## config.mk

```make
export PLATFORM = sky130hd
export DESIGN_NAME = note_lane_lcd
export DESIGN_NICKNAME = d
export VERILOG_FILES = /design/src/rtl/note_lane_pkg.sv /design/src/rtl/lcd_byte_wr.sv /design/src/rtl/note_lane_lcd.sv
export SDC_FILE = /design/constraint.sdc
export NUM_CORES = 2
export LEC_CHECK = 0
export CAP_MARGIN = 20
export CORE_MARGIN = 2
export CORE_UTILIZATION = 40
export DETAILED_ROUTE_END_ITERATION = 6
export SYNTH_ARGS = -nofsm -noshare
export SYNTH_HDL_FRONTEND = slang
export SYNTH_HIERARCHICAL = 1
export SYNTH_SLANG_ARGS = --single-unit
```

## constraint.sdc

```tcl
create_clock -name clk -period 8.21 [get_ports clk]
set_clock_uncertainty 0.15 [all_clocks]
set_input_delay 0.821 -clock clk [delete_from_list [all_inputs] [get_ports clk]]
set_output_delay 0.821 -clock clk [all_outputs]
set_load 0.03 [all_outputs]
```

## src/rtl/note_lane_pkg.sv

```systemverilog
// note_lane_pkg: LCD character codes, HD44780 command bytes and FSM state types
// shared by the lane engine and its byte writer.
package note_lane_pkg;
    localparam logic [7:0] CH_NOTE  = 8'h4F;
    localparam logic [7:0] CH_BLANK = 8'h20;
    localparam logic [7:0] FUNC_SET = 8'h38;
    localparam logic [7:0] DISP_ON  = 8'h0C;
    localparam logic [7:0] ENTRY    = 8'h06;
    localparam logic [7:0] CLEAR    = 8'h01;
    localparam logic [7:0] ROW0     = 8'h80;
    localparam logic [7:0] ROW1     = 8'hC0;
    typedef enum logic [2:0] {ST_PWR, ST_INIT, ST_IDLE, ST_ROW, ST_DATA} lcd_st_e;
    typedef enum logic [1:0] {W_IDLE, W_SETUP, W_HIGH, W_WAIT} wr_st_e;
    function automatic logic [7:0] init_byte(input logic [1:0] i);
        return i == 2'd0 ? FUNC_SET : i == 2'd1 ? DISP_ON : i == 2'd2 ? ENTRY : CLEAR;
    endfunction
endpackage

```

## src/rtl/lcd_byte_wr.sv

```systemverilog
// lcd_byte_wr: single-byte HD44780 writer; SETUP, E-high, then post-byte wait.
// Ready rises on the last wait cycle so back-to-back bytes have no gap.
module lcd_byte_wr import note_lane_pkg::*; #(
    parameter int T_E   = 50,
    parameter int T_CMD = 2_500,
    parameter int T_CLR = 100_000
) (
    input  logic       clk,
    input  logic       rst,
    input  logic       valid_i,
    input  logic       rs_i,
    input  logic       long_i,
    input  logic [7:0] data_i,
    output logic       ready_o,
    output logic       e_o,
    output logic       rs_o,
    output logic [7:0] data_o
);
    wr_st_e st_q, st_d;
    logic [31:0] cnt_q, cnt_d;
    logic rs_q, rs_d, long_q, long_d, done;
    logic [7:0] data_q, data_d;
    assign done = cnt_q == (st_q == W_HIGH ? 32'(T_E - 1) : long_q ? 32'(T_CLR - 1) : 32'(T_CMD - 1));
    assign ready_o = st_q == W_IDLE || (st_q == W_WAIT && done);
    assign e_o = st_q == W_HIGH;
    assign rs_o = rs_q;
    assign data_o = data_q;
    always_comb begin
        st_d = st_q;
        cnt_d = cnt_q + 32'd1;
        rs_d = rs_q;
        long_d = long_q;
        data_d = data_q;
        if (valid_i && ready_o) begin
            st_d = W_SETUP;
            rs_d = rs_i;
            long_d = long_i;
            data_d = data_i;
        end else if (st_q == W_SETUP) begin
            st_d = W_HIGH;
            cnt_d = '0;
        end else if (st_q == W_HIGH && done) begin
            st_d = W_WAIT;
            cnt_d = '0;
        end else if (st_q == W_WAIT && done) begin
            st_d = W_IDLE;
        end
    end
    always_ff @(posedge clk) begin
        if (rst) begin
            st_q <= W_IDLE;
            cnt_q <= '0;
            rs_q <= 1'b0;
            long_q <= 1'b0;
            data_q <= '0;
        end else begin
            st_q <= st_d;
            cnt_q <= cnt_d;
            rs_q <= rs_d;
            long_q <= long_d;
            data_q <= data_d;
        end
    end
endmodule

```

## src/rtl/note_lane_lcd.sv

```systemverilog
// note_lane_lcd: scrolling note lanes with hit-window export and an HD44780
// refresh sequencer that redraws the live lanes whenever they change.
module note_lane_lcd import note_lane_pkg::*; #(
    parameter int COLS    = 16,
    parameter int LANES   = 2,
    parameter int PITCH_W = 32,
    parameter int WIN     = 2,
    parameter int T_PWR   = 1_000_000,
    parameter int T_E     = 50,
    parameter int T_CMD   = 2_500,
    parameter int T_CLR   = 100_000
) (
    input  logic                       clk,
    input  logic                       rst,
    input  logic                       i_tick,
    input  logic [9:0]                 i_scroll_period,
    input  logic                       i_pause,
    input  logic [LANES-1:0]           i_note,
    input  logic [LANES*PITCH_W-1:0]   i_pitch,
    input  logic [LANES*WIN-1:0]       i_clear,
    output logic [LANES*WIN-1:0]       o_occ,
    output logic [LANES*PITCH_W-1:0]   o_pitch,
    output logic [LANES-1:0]           o_miss,
    output logic                       o_step,
    output logic                       o_lcd_rs,
    output logic                       o_lcd_rw,
    output logic                       o_lcd_e,
    output logic [7:0]                 o_lcd_data,
    output logic                       o_lcd_ready
);
    localparam int IW = $clog2(COLS);
    logic [COLS-1:0] occ_q [LANES], occ_d [LANES];
    logic [PITCH_W-1:0] pit_q [LANES][COLS], pit_d [LANES][COLS];
    logic [PITCH_W-1:0] ppit_q [LANES], ppit_d [LANES];
    logic [LANES-1:0] pend_q, pend_d, miss_q, miss_d;
    logic [9:0] cnt_q, cnt_d, per_m1;
    logic step, step_q, dirty_q, dirty_d, clr_any, frame_start;
    lcd_st_e st_q, st_d;
    logic [31:0] pwr_q, pwr_d;
    logic [IW-1:0] idx_q, idx_d;
    logic row_q, row_d, ready_q, ready_d, valid, rs, long_b, wr_ready;
    logic [7:0] data;
    assign per_m1 = i_scroll_period == 10'd0 ? 10'd0 : i_scroll_period - 10'd1;
    assign step = i_tick && !i_pause && cnt_q >= per_m1;
    assign cnt_d = i_tick && !i_pause ? (step ? 10'd0 : cnt_q + 10'd1) : cnt_q;
    // Clears act on pre-shift contents, so a cleared cell 0 never reports a miss.
    always_comb begin
        clr_any = 1'b0;
        for (int l = 0; l < LANES; l++) begin
            occ_d[l] = occ_q[l];
            for (int k = 0; k < COLS; k++) pit_d[l][k] = pit_q[l][k];
            pend_d[l] = pend_q[l];
            ppit_d[l] = ppit_q[l];
            miss_d[l] = step && occ_q[l][0] && !i_clear[l*WIN];
            for (int k = 0; k < WIN; k++) begin
                clr_any = clr_any | (i_clear[l*WIN+k] & occ_q[l][k]);
                occ_d[l][k] = occ_d[l][k] & ~i_clear[l*WIN+k];
            end
            if (step) begin
                occ_d[l] = {i_note[l] | pend_q[l], occ_d[l][COLS-1:1]};
                for (int k = 0; k < COLS-1; k++) pit_d[l][k] = pit_q[l][k+1];
                pit_d[l][COLS-1] = i_note[l] ? i_pitch[l*PITCH_W +: PITCH_W] : ppit_q[l];
                pend_d[l] = 1'b0;
            end else if (i_note[l]) begin
                pend_d[l] = 1'b1;
                ppit_d[l] = i_pitch[l*PITCH_W +: PITCH_W];
            end
        end
    end
    always_comb begin
        o_occ = '0;
        o_pitch = '0;
        for (int l = 0; l < LANES; l++) begin
            o_pitch[l*PITCH_W +: PITCH_W] = occ_q[l][0] ? pit_q[l][0] : '0;
            for (int k = 0; k < WIN; k++) o_occ[l*WIN+k] = occ_q[l][k];
        end
    end
    assign frame_start = st_q == ST_IDLE && dirty_q;
    assign dirty_d = (dirty_q && !frame_start) || step || clr_any;
    always_comb begin
        st_d = st_q;
        pwr_d = pwr_q;
        idx_d = idx_q;
        row_d = row_q;
        valid = st_q == ST_INIT || st_q == ST_ROW || st_q == ST_DATA;
        rs = st_q == ST_DATA;
        long_b = st_q == ST_INIT && idx_q == IW'(3);
        data = st_q == ST_INIT ? init_byte(idx_q[1:0]) : st_q == ST_ROW ? (row_q ? ROW1 : ROW0) :
               occ_q[row_q][idx_q] ? CH_NOTE : CH_BLANK;
        case (st_q)
            ST_PWR: begin
                pwr_d = pwr_q + 32'd1;
                if (pwr_q == 32'(T_PWR - 1)) st_d = ST_INIT;
            end
            ST_INIT: if (wr_ready) begin
                idx_d = idx_q + IW'(1);
                if (idx_q == IW'(3)) st_d = ST_IDLE;
            end
            ST_IDLE: if (dirty_q) begin
                st_d = ST_ROW;
                row_d = 1'b0;
            end
            ST_ROW: if (wr_ready) begin
                st_d = ST_DATA;
                idx_d = '0;
            end
            ST_DATA: if (wr_ready) begin
                idx_d = idx_q + IW'(1);
                if (idx_q == IW'(COLS - 1)) begin
                    st_d = row_q == 1'(LANES - 1) ? ST_IDLE : ST_ROW;
                    row_d = 1'b1;
                end
            end
            default: st_d = ST_PWR;
        endcase
    end
    assign ready_d = ready_q | (st_d == ST_IDLE);
    lcd_byte_wr #(.T_E(T_E), .T_CMD(T_CMD), .T_CLR(T_CLR)) u_wr (
        .clk(clk), .rst(rst), .valid_i(valid), .rs_i(rs), .long_i(long_b), .data_i(data),
        .ready_o(wr_ready), .e_o(o_lcd_e), .rs_o(o_lcd_rs), .data_o(o_lcd_data)
    );
    assign o_lcd_rw = 1'b0;
    assign o_lcd_ready = ready_q;
    assign o_miss = miss_q;
    assign o_step = step_q;
    always_ff @(posedge clk) begin
        if (rst) begin
            for (int l = 0; l < LANES; l++) begin
                occ_q[l] <= '0;
                ppit_q[l] <= '0;
                for (int k = 0; k < COLS; k++) pit_q[l][k] <= '0;
            end
            pend_q <= '0;
            miss_q <= '0;
            step_q <= 1'b0;
            cnt_q <= '0;
            dirty_q <= 1'b1;
            st_q <= ST_PWR;
            pwr_q <= '0;
            idx_q <= '0;
            row_q <= 1'b0;
            ready_q <= 1'b0;
        end else begin
            occ_q <= occ_d;
            pit_q <= pit_d;
            ppit_q <= ppit_d;
            pend_q <= pend_d;
            miss_q <= miss_d;
            step_q <= step;
            cnt_q <= cnt_d;
            dirty_q <= dirty_d;
            st_q <= st_d;
            pwr_q <= pwr_d;
            idx_q <= idx_d;
            row_q <= row_d;
            ready_q <= ready_d;
        end
    end
endmodule
```

Word-level counts from Yosys, hierarchy flattened
Cells that the tools add are included.
W data, S select, Z words.
{"block": "word_totals", "input_bits": 84, "elab_cells": 180, "ff_bits": 1221, "output_inout_bits": 83}
{"block": "classes", "eq_ne": 19, "reduce_logical": 34, "add_sub_neg": 5, "bitwise_logic": 19, "n_mux": 45, "magnitude_cmp": 3}
{"op": "$mux W32", "count": 8}
{"op": "$add A32 B1 Y32 const B", "count": 2}
{"op": "$mux W16", "count": 3}
{"op": "$eq A32 B20 Y1 const B", "count": 1}
{"op": "$eq A32 B32 Y1", "count": 1}
{"op": "$mux W3", "count": 8}
{"op": "$mux W10", "count": 2}
{"op": "$mux W17", "count": 1}
{"op": "$mux W8", "count": 2}
{"op": "$pmux W3 S5", "count": 1}
{"op": "$mux W7", "count": 2}
{"op": "$logic_and A1 B1 Y1", "count": 12}
{"op": "$mux W4", "count": 3}
{"op": "$add A10 B1 Y10 const B", "count": 1}
{"op": "$ge A10 B10 Y1", "count": 1}
{"op": "$logic_not A10 Y1", "count": 1}
{"op": "$mux W2", "count": 5}
{"op": "$sub A10 B1 Y10 const B", "count": 1}
{"op": "$eq A3 B2 Y1 const B", "count": 3}
{"op": "$and A1 B1 Y1", "count": 8}
{"op": "$pmux W4 S2", "count": 1}
{"op": "$eq A2 B2 Y1 const B", "count": 3}
{"op": "$mux W1", "count": 6}
{"op": "$mux W6", "count": 1}
{"op": "other kinds (25)", "count": 48}

Logic depth before layout (Yosys ltp)
{"block": "logic_depth", "word_depth": 9, "depth_mapped": 18, "mapped_depth_nobuf": 14}

By module
Netlist, hierarchy kept.
{"module": "note_lane_lcd", "cells_each": 5288, "seq_area_each_um2": 23562.6, "area_per_inst_um2": 42652.2, "n_inst": 1}
{"module": "lcd_byte_wr", "cells_each": 278, "seq_area_each_um2": 880.8, "area_per_inst_um2": 2386.0, "n_inst": 1}

Least setup slack after synthesis
Ideal clock, no wire load.
{"block": "synth_timing", "path_type": "input port to flip-flop", "startpoint": "input i_scroll_period[5]", "endpoint": "register dirty_q", "setup_time_ps": 120, "slack_ps": 4411, "required_time_ps": 7940, "path_stages": 13, "arrival_ps": 3529, "n_path_buf": 2, "cell_sequence": "or3_1 nor3_1 nand4b_1 and2_1 ha_1 nand2b_1 a211oi_2 o21ai_2 a21oi_2 buf_4 buf_2 nand2_1 a211o_1"}
{"block": "synth_via", "elab_chain_len": 6, "elab_cells_between_ends": 7, "classes_between": "1 x add/sub; 1 x order compare; 1 x mux; 4 x reduce/logical"}
{"item": "from (decl)", "line": "note_lane_lcd.sv:16", "source": "input logic [9:0] i_scroll_period,"}
{"item": "$sub A10 B1 Y10 or $logic_not A10 Y1 (tied branches)", "line": "note_lane_lcd.sv:43", "source": "assign per_m1 = i_scroll_period == 10'd0 ? 10'd0 : i_scroll_period - 10'd1;"}
{"item": "$mux W10 (*)", "line": "note_lane_lcd.sv:43"}
{"item": "$ge A10 B10 Y1 (*)", "line": "note_lane_lcd.sv:44", "source": "assign step = i_tick && !i_pause && cnt_q >= per_m1;"}
{"item": "$logic_and A1 B1 Y1 (*)", "line": "note_lane_lcd.sv:44"}
{"item": "$logic_or A1 B1 Y1 (*) (2 in a row)", "line": "note_lane_lcd.sv:79", "source": "assign dirty_d = (dirty_q && !frame_start) || step || clr_any;"}
{"item": "to (signal assigned)", "line": "note_lane_lcd.sv:151", "source": "dirty_q <= dirty_d;"}
{"item": "to (decl)", "line": "note_lane_lcd.sv:37", "source": "logic step, step_q, dirty_q, dirty_d, clr_any, frame_start;"}
Mark *: on every way between the ends. The rest lies on a longest branch, timed or not.
A chain may end at the register's enable or synchronous reset.

Final worst setup path
{"block": "layout_timing", "startpoint": "input i_scroll_period[5]", "endpoint": "register pit_q[724] in the netlist's numbering"}
{"block": "layout_via", "elab_chain_len": 4, "elab_cells_between_ends": 5, "classes_between": "1 x add/sub; 1 x order compare; 1 x mux; 2 x reduce/logical"}
{"item": "$sub A10 B1 Y10 or $logic_not A10 Y1 (tied branches)", "line": "note_lane_lcd.sv:43"}
{"item": "$mux W10 (*)", "line": "note_lane_lcd.sv:43"}
{"item": "$ge A10 B10 Y1 (*)", "line": "note_lane_lcd.sv:44"}
{"item": "$logic_and A1 B1 Y1 (*)", "line": "note_lane_lcd.sv:44"}
{"item": "to (signal assigned)", "line": "note_lane_lcd.sv:145", "source": "pit_q <= pit_d;"}
{"item": "to (decl)", "line": "note_lane_lcd.sv:33", "source": "logic [PITCH_W-1:0] pit_q [LANES][COLS], pit_d [LANES][COLS];"}
Marks and branches as above.

==> flow_summary.ini <==
[clocking]
cts.hold.buffers_added = 0
cts_made_buffers = 118
root_buffer = clkbuf_16
cts_setup_buffers = 0
htreeDepth = 3
insertion_delay_ps = 690
clk_pin_slew_ps = 60
cts_tree = yes
cts_resized = 0
clockBufferDepth = 3
cts_sinks = 1221

[detailed_routing]
wl_per_cell_um = 13.74
viasPerCell = 4.877
drt_iter0_markers = 2617
dr.pass1.iters = 6
drc_errors = 0
vias = 34570
ant_nets = 0
routed_wl_um = 97380

[placed_design]
dp_hpwl_um = 58640
globalplace.congestion = 0.7624
post-place-ws_ps = 2760
dp_cells = 6866
port_buffers = 165

[timing]
fin_setup_tns_ps = 0
rsz0062_at_grt = no
hold_viol_final = 0
setup_violations = 0
maxClockFrequency_ghz = 0.2068
worstMarginPinSlew_ps = 1305
min_period_ps = 4835
finalWorstSetupSlack_ps = 3375
slew_violations = 0
layout_worst_path_cycle_share_pct = 58.89
slew_headroom_pct = 13.02

[layout]
layout_commonest_cell = nand2_1
antennaDiodeCount = 0
syn_to_final_growth_pct = 14.33
drive_gt1_share_pct = 4.885
final_cell_mix = 2039 x nand2_1, 1221 x dfxtp_1, 1018 x a21oi_1
nFillCells = 11370
fin_util_pct = 45.96
nets = 5589
multiInputGateArea_sq_um = 18730
final_cells = 7088
regArea_sq_um = 24440

[floorplan]
start_util_pct = 40.20
die_area_sq_um = 115300
pin_count = 167
die_h_um = 339.6
num_rows = 123
core-area_sq_um = 112000
die_w_um = 339.6

[yosys]
avgSynthCellArea_sq_um = 8.092
synth_top_area_share_pct = 54.27
syn-num-nets = 5669
yosysSeqAreaShare_pct = 54.27
synth-async-reset-ratio_pct = 0
synth_area_leaders = dfxtp_1 54%, nand2_1 17%, a21oi_1 11%, mux2i_1 3.4%, buf_2 2.2%
yosysUniqueCellTypes = 67
yosys_most_used_dff = dfxtp_1
synth_edf_count = 0
ys_ff_latch = 1221
yosysTopAreaCell = dfxtp_1
yosys_warnings = 6
syn_inst = 5566
syn-cell-area_sq_um = 45040

[setup_path]
startpoint = i_scroll_period[5]
criticalPathCategory = input port to flip-flop
arrival_ps = 5270
crit_required_ps = 8650
cp-end-kind = flip-flop
crit_fanout = 74
reg2reg_slack_ps = 4140
timing.rr.start = u_wr/st_q[0]
crit_path_start_kind = input port

[pwr]
p_leak_nw = 17.00
vdd_drop_max_v = 0.0001780
powerDensity_nw_per_um2 = 231.8
p_total_w = 0.01194

[job]
drv_cap = 0

[global_routing]
grt_pass1_wl_um = 161200
antenna_found_initial = 0
grt_pass1_vias = 31400
grt_max_degree = 257
globalRouteOverflowTotal = 0
grt_usage_pct = 16.34

[hold_path]
min-delay-start = pit_q[336]
min_path_type = flip-flop to flip-flop

[status]
status = finished, final reports clean
## synth_stat cells (3+ instances only)
master,instances
buf_4,8
or3_1,10
and3_1,13
xnor2_1,27
mux2i_1,153
nand4_1,24
o21ai_0,17
ha_1,19
a2bb2oi_1,6
a22oi_1,8
nor3_1,9
a211oi_1,70
clkbuf_1,193
inv_1,15
nand3b_1,6
dfxtp_1,1221
a21o_1,3
nor4_1,16
nor4b_1,4
or4_1,3
buf_6,3
and2_1,78
a21oi_1,1020
nor2b_1,6
and4_1,9
nand2_1,2039
nor2_1,235
xor2_1,44
or4_4,3
a221o_1,9
nand2b_1,12
buf_1,10
nand3_1,36
buf_2,197
## where the power goes
part / internal (W) / leakage [nW] / switching [W]
Combinational: 0.0000882 / 5.09 / 0.000164
Clock: 0.00346 / 2.07 / 0.00227
Sequential: 0.00595 / 9.84 / 0.0000127
## path summary, 6_finish.rpt
kind,end,cells after the start
worst max-delay path,pit_q[724],13
worst min-delay path,pit_q[368],2
worst max register to register,o_lcd_ready,10
worst min register to register,pit_q[368],2
## sequential cells by signal (all words and copies together), names as in the netlist, 3 cells and up
register     cells
cnt_q           10
idx_q            4
o_occ            4
occ_q           28
pit_q         1024
ppit_q          64
pwr_q           32
st_q             3
u_wr/cnt_q      32
u_wr/data_o      8
## worst max-delay path, stage by stage
cell and delay, ps:
clkdlybuf4s50_1 450, or3_1 400, nor3_1 220, nand4b_1 360, and2_1 300, ha_1 260, nand2b_1 120, a211oi_2 80
o21ai_2 360, a21o_4 780, buf_4 710, nand2_1 160, a21oi_1 170
## metal layers
metal,track usage [%],up-vias,share of wire (%)
li1,-,18080,-
met1,23.84,15930,50
met2,24.74,416,44
met3,2.251,141,2.9
met4,5.448,0,2.8
met5,0,-,0
## per-stage QoR
stage | hold WS [ps] | cell area (sq um)
2_1_floorplan | 277.1 | 45040
3_3_place_gp | 286.1 | 47300
3_5_place_dp | 292.1 | 47300
4_1_cts | 279.4 | 51490
5_1_grt | 301.7 | 51490
6_report | 283.2 | 51490
## kinds of logic after synthesis
logic type,count (synthesis),synth area share (%)
multiplexers,153,3.400
AND/OR/NAND/NOR,2522,22.57
AO/OA/AOI/OAI,1152,13.62
adder cells (fa/ha/maj),19,0.5278
XOR/XNOR,71,1.381
other,1,0.008326
buffers and inverters,427,4.223
flip-flops,1221,54.27
## area by class of cell
class	count	share of cell area (%)
clock inverter	50	1.404
clock buffer	172	6.733
timing repair buffer	211	4.257
tap	1500	3.645
inverter	16	0.1166
sequential	1221	47.47
multi-input combinational	3918	36.37
No activity file was read; power rests on OpenSTA's default activity.
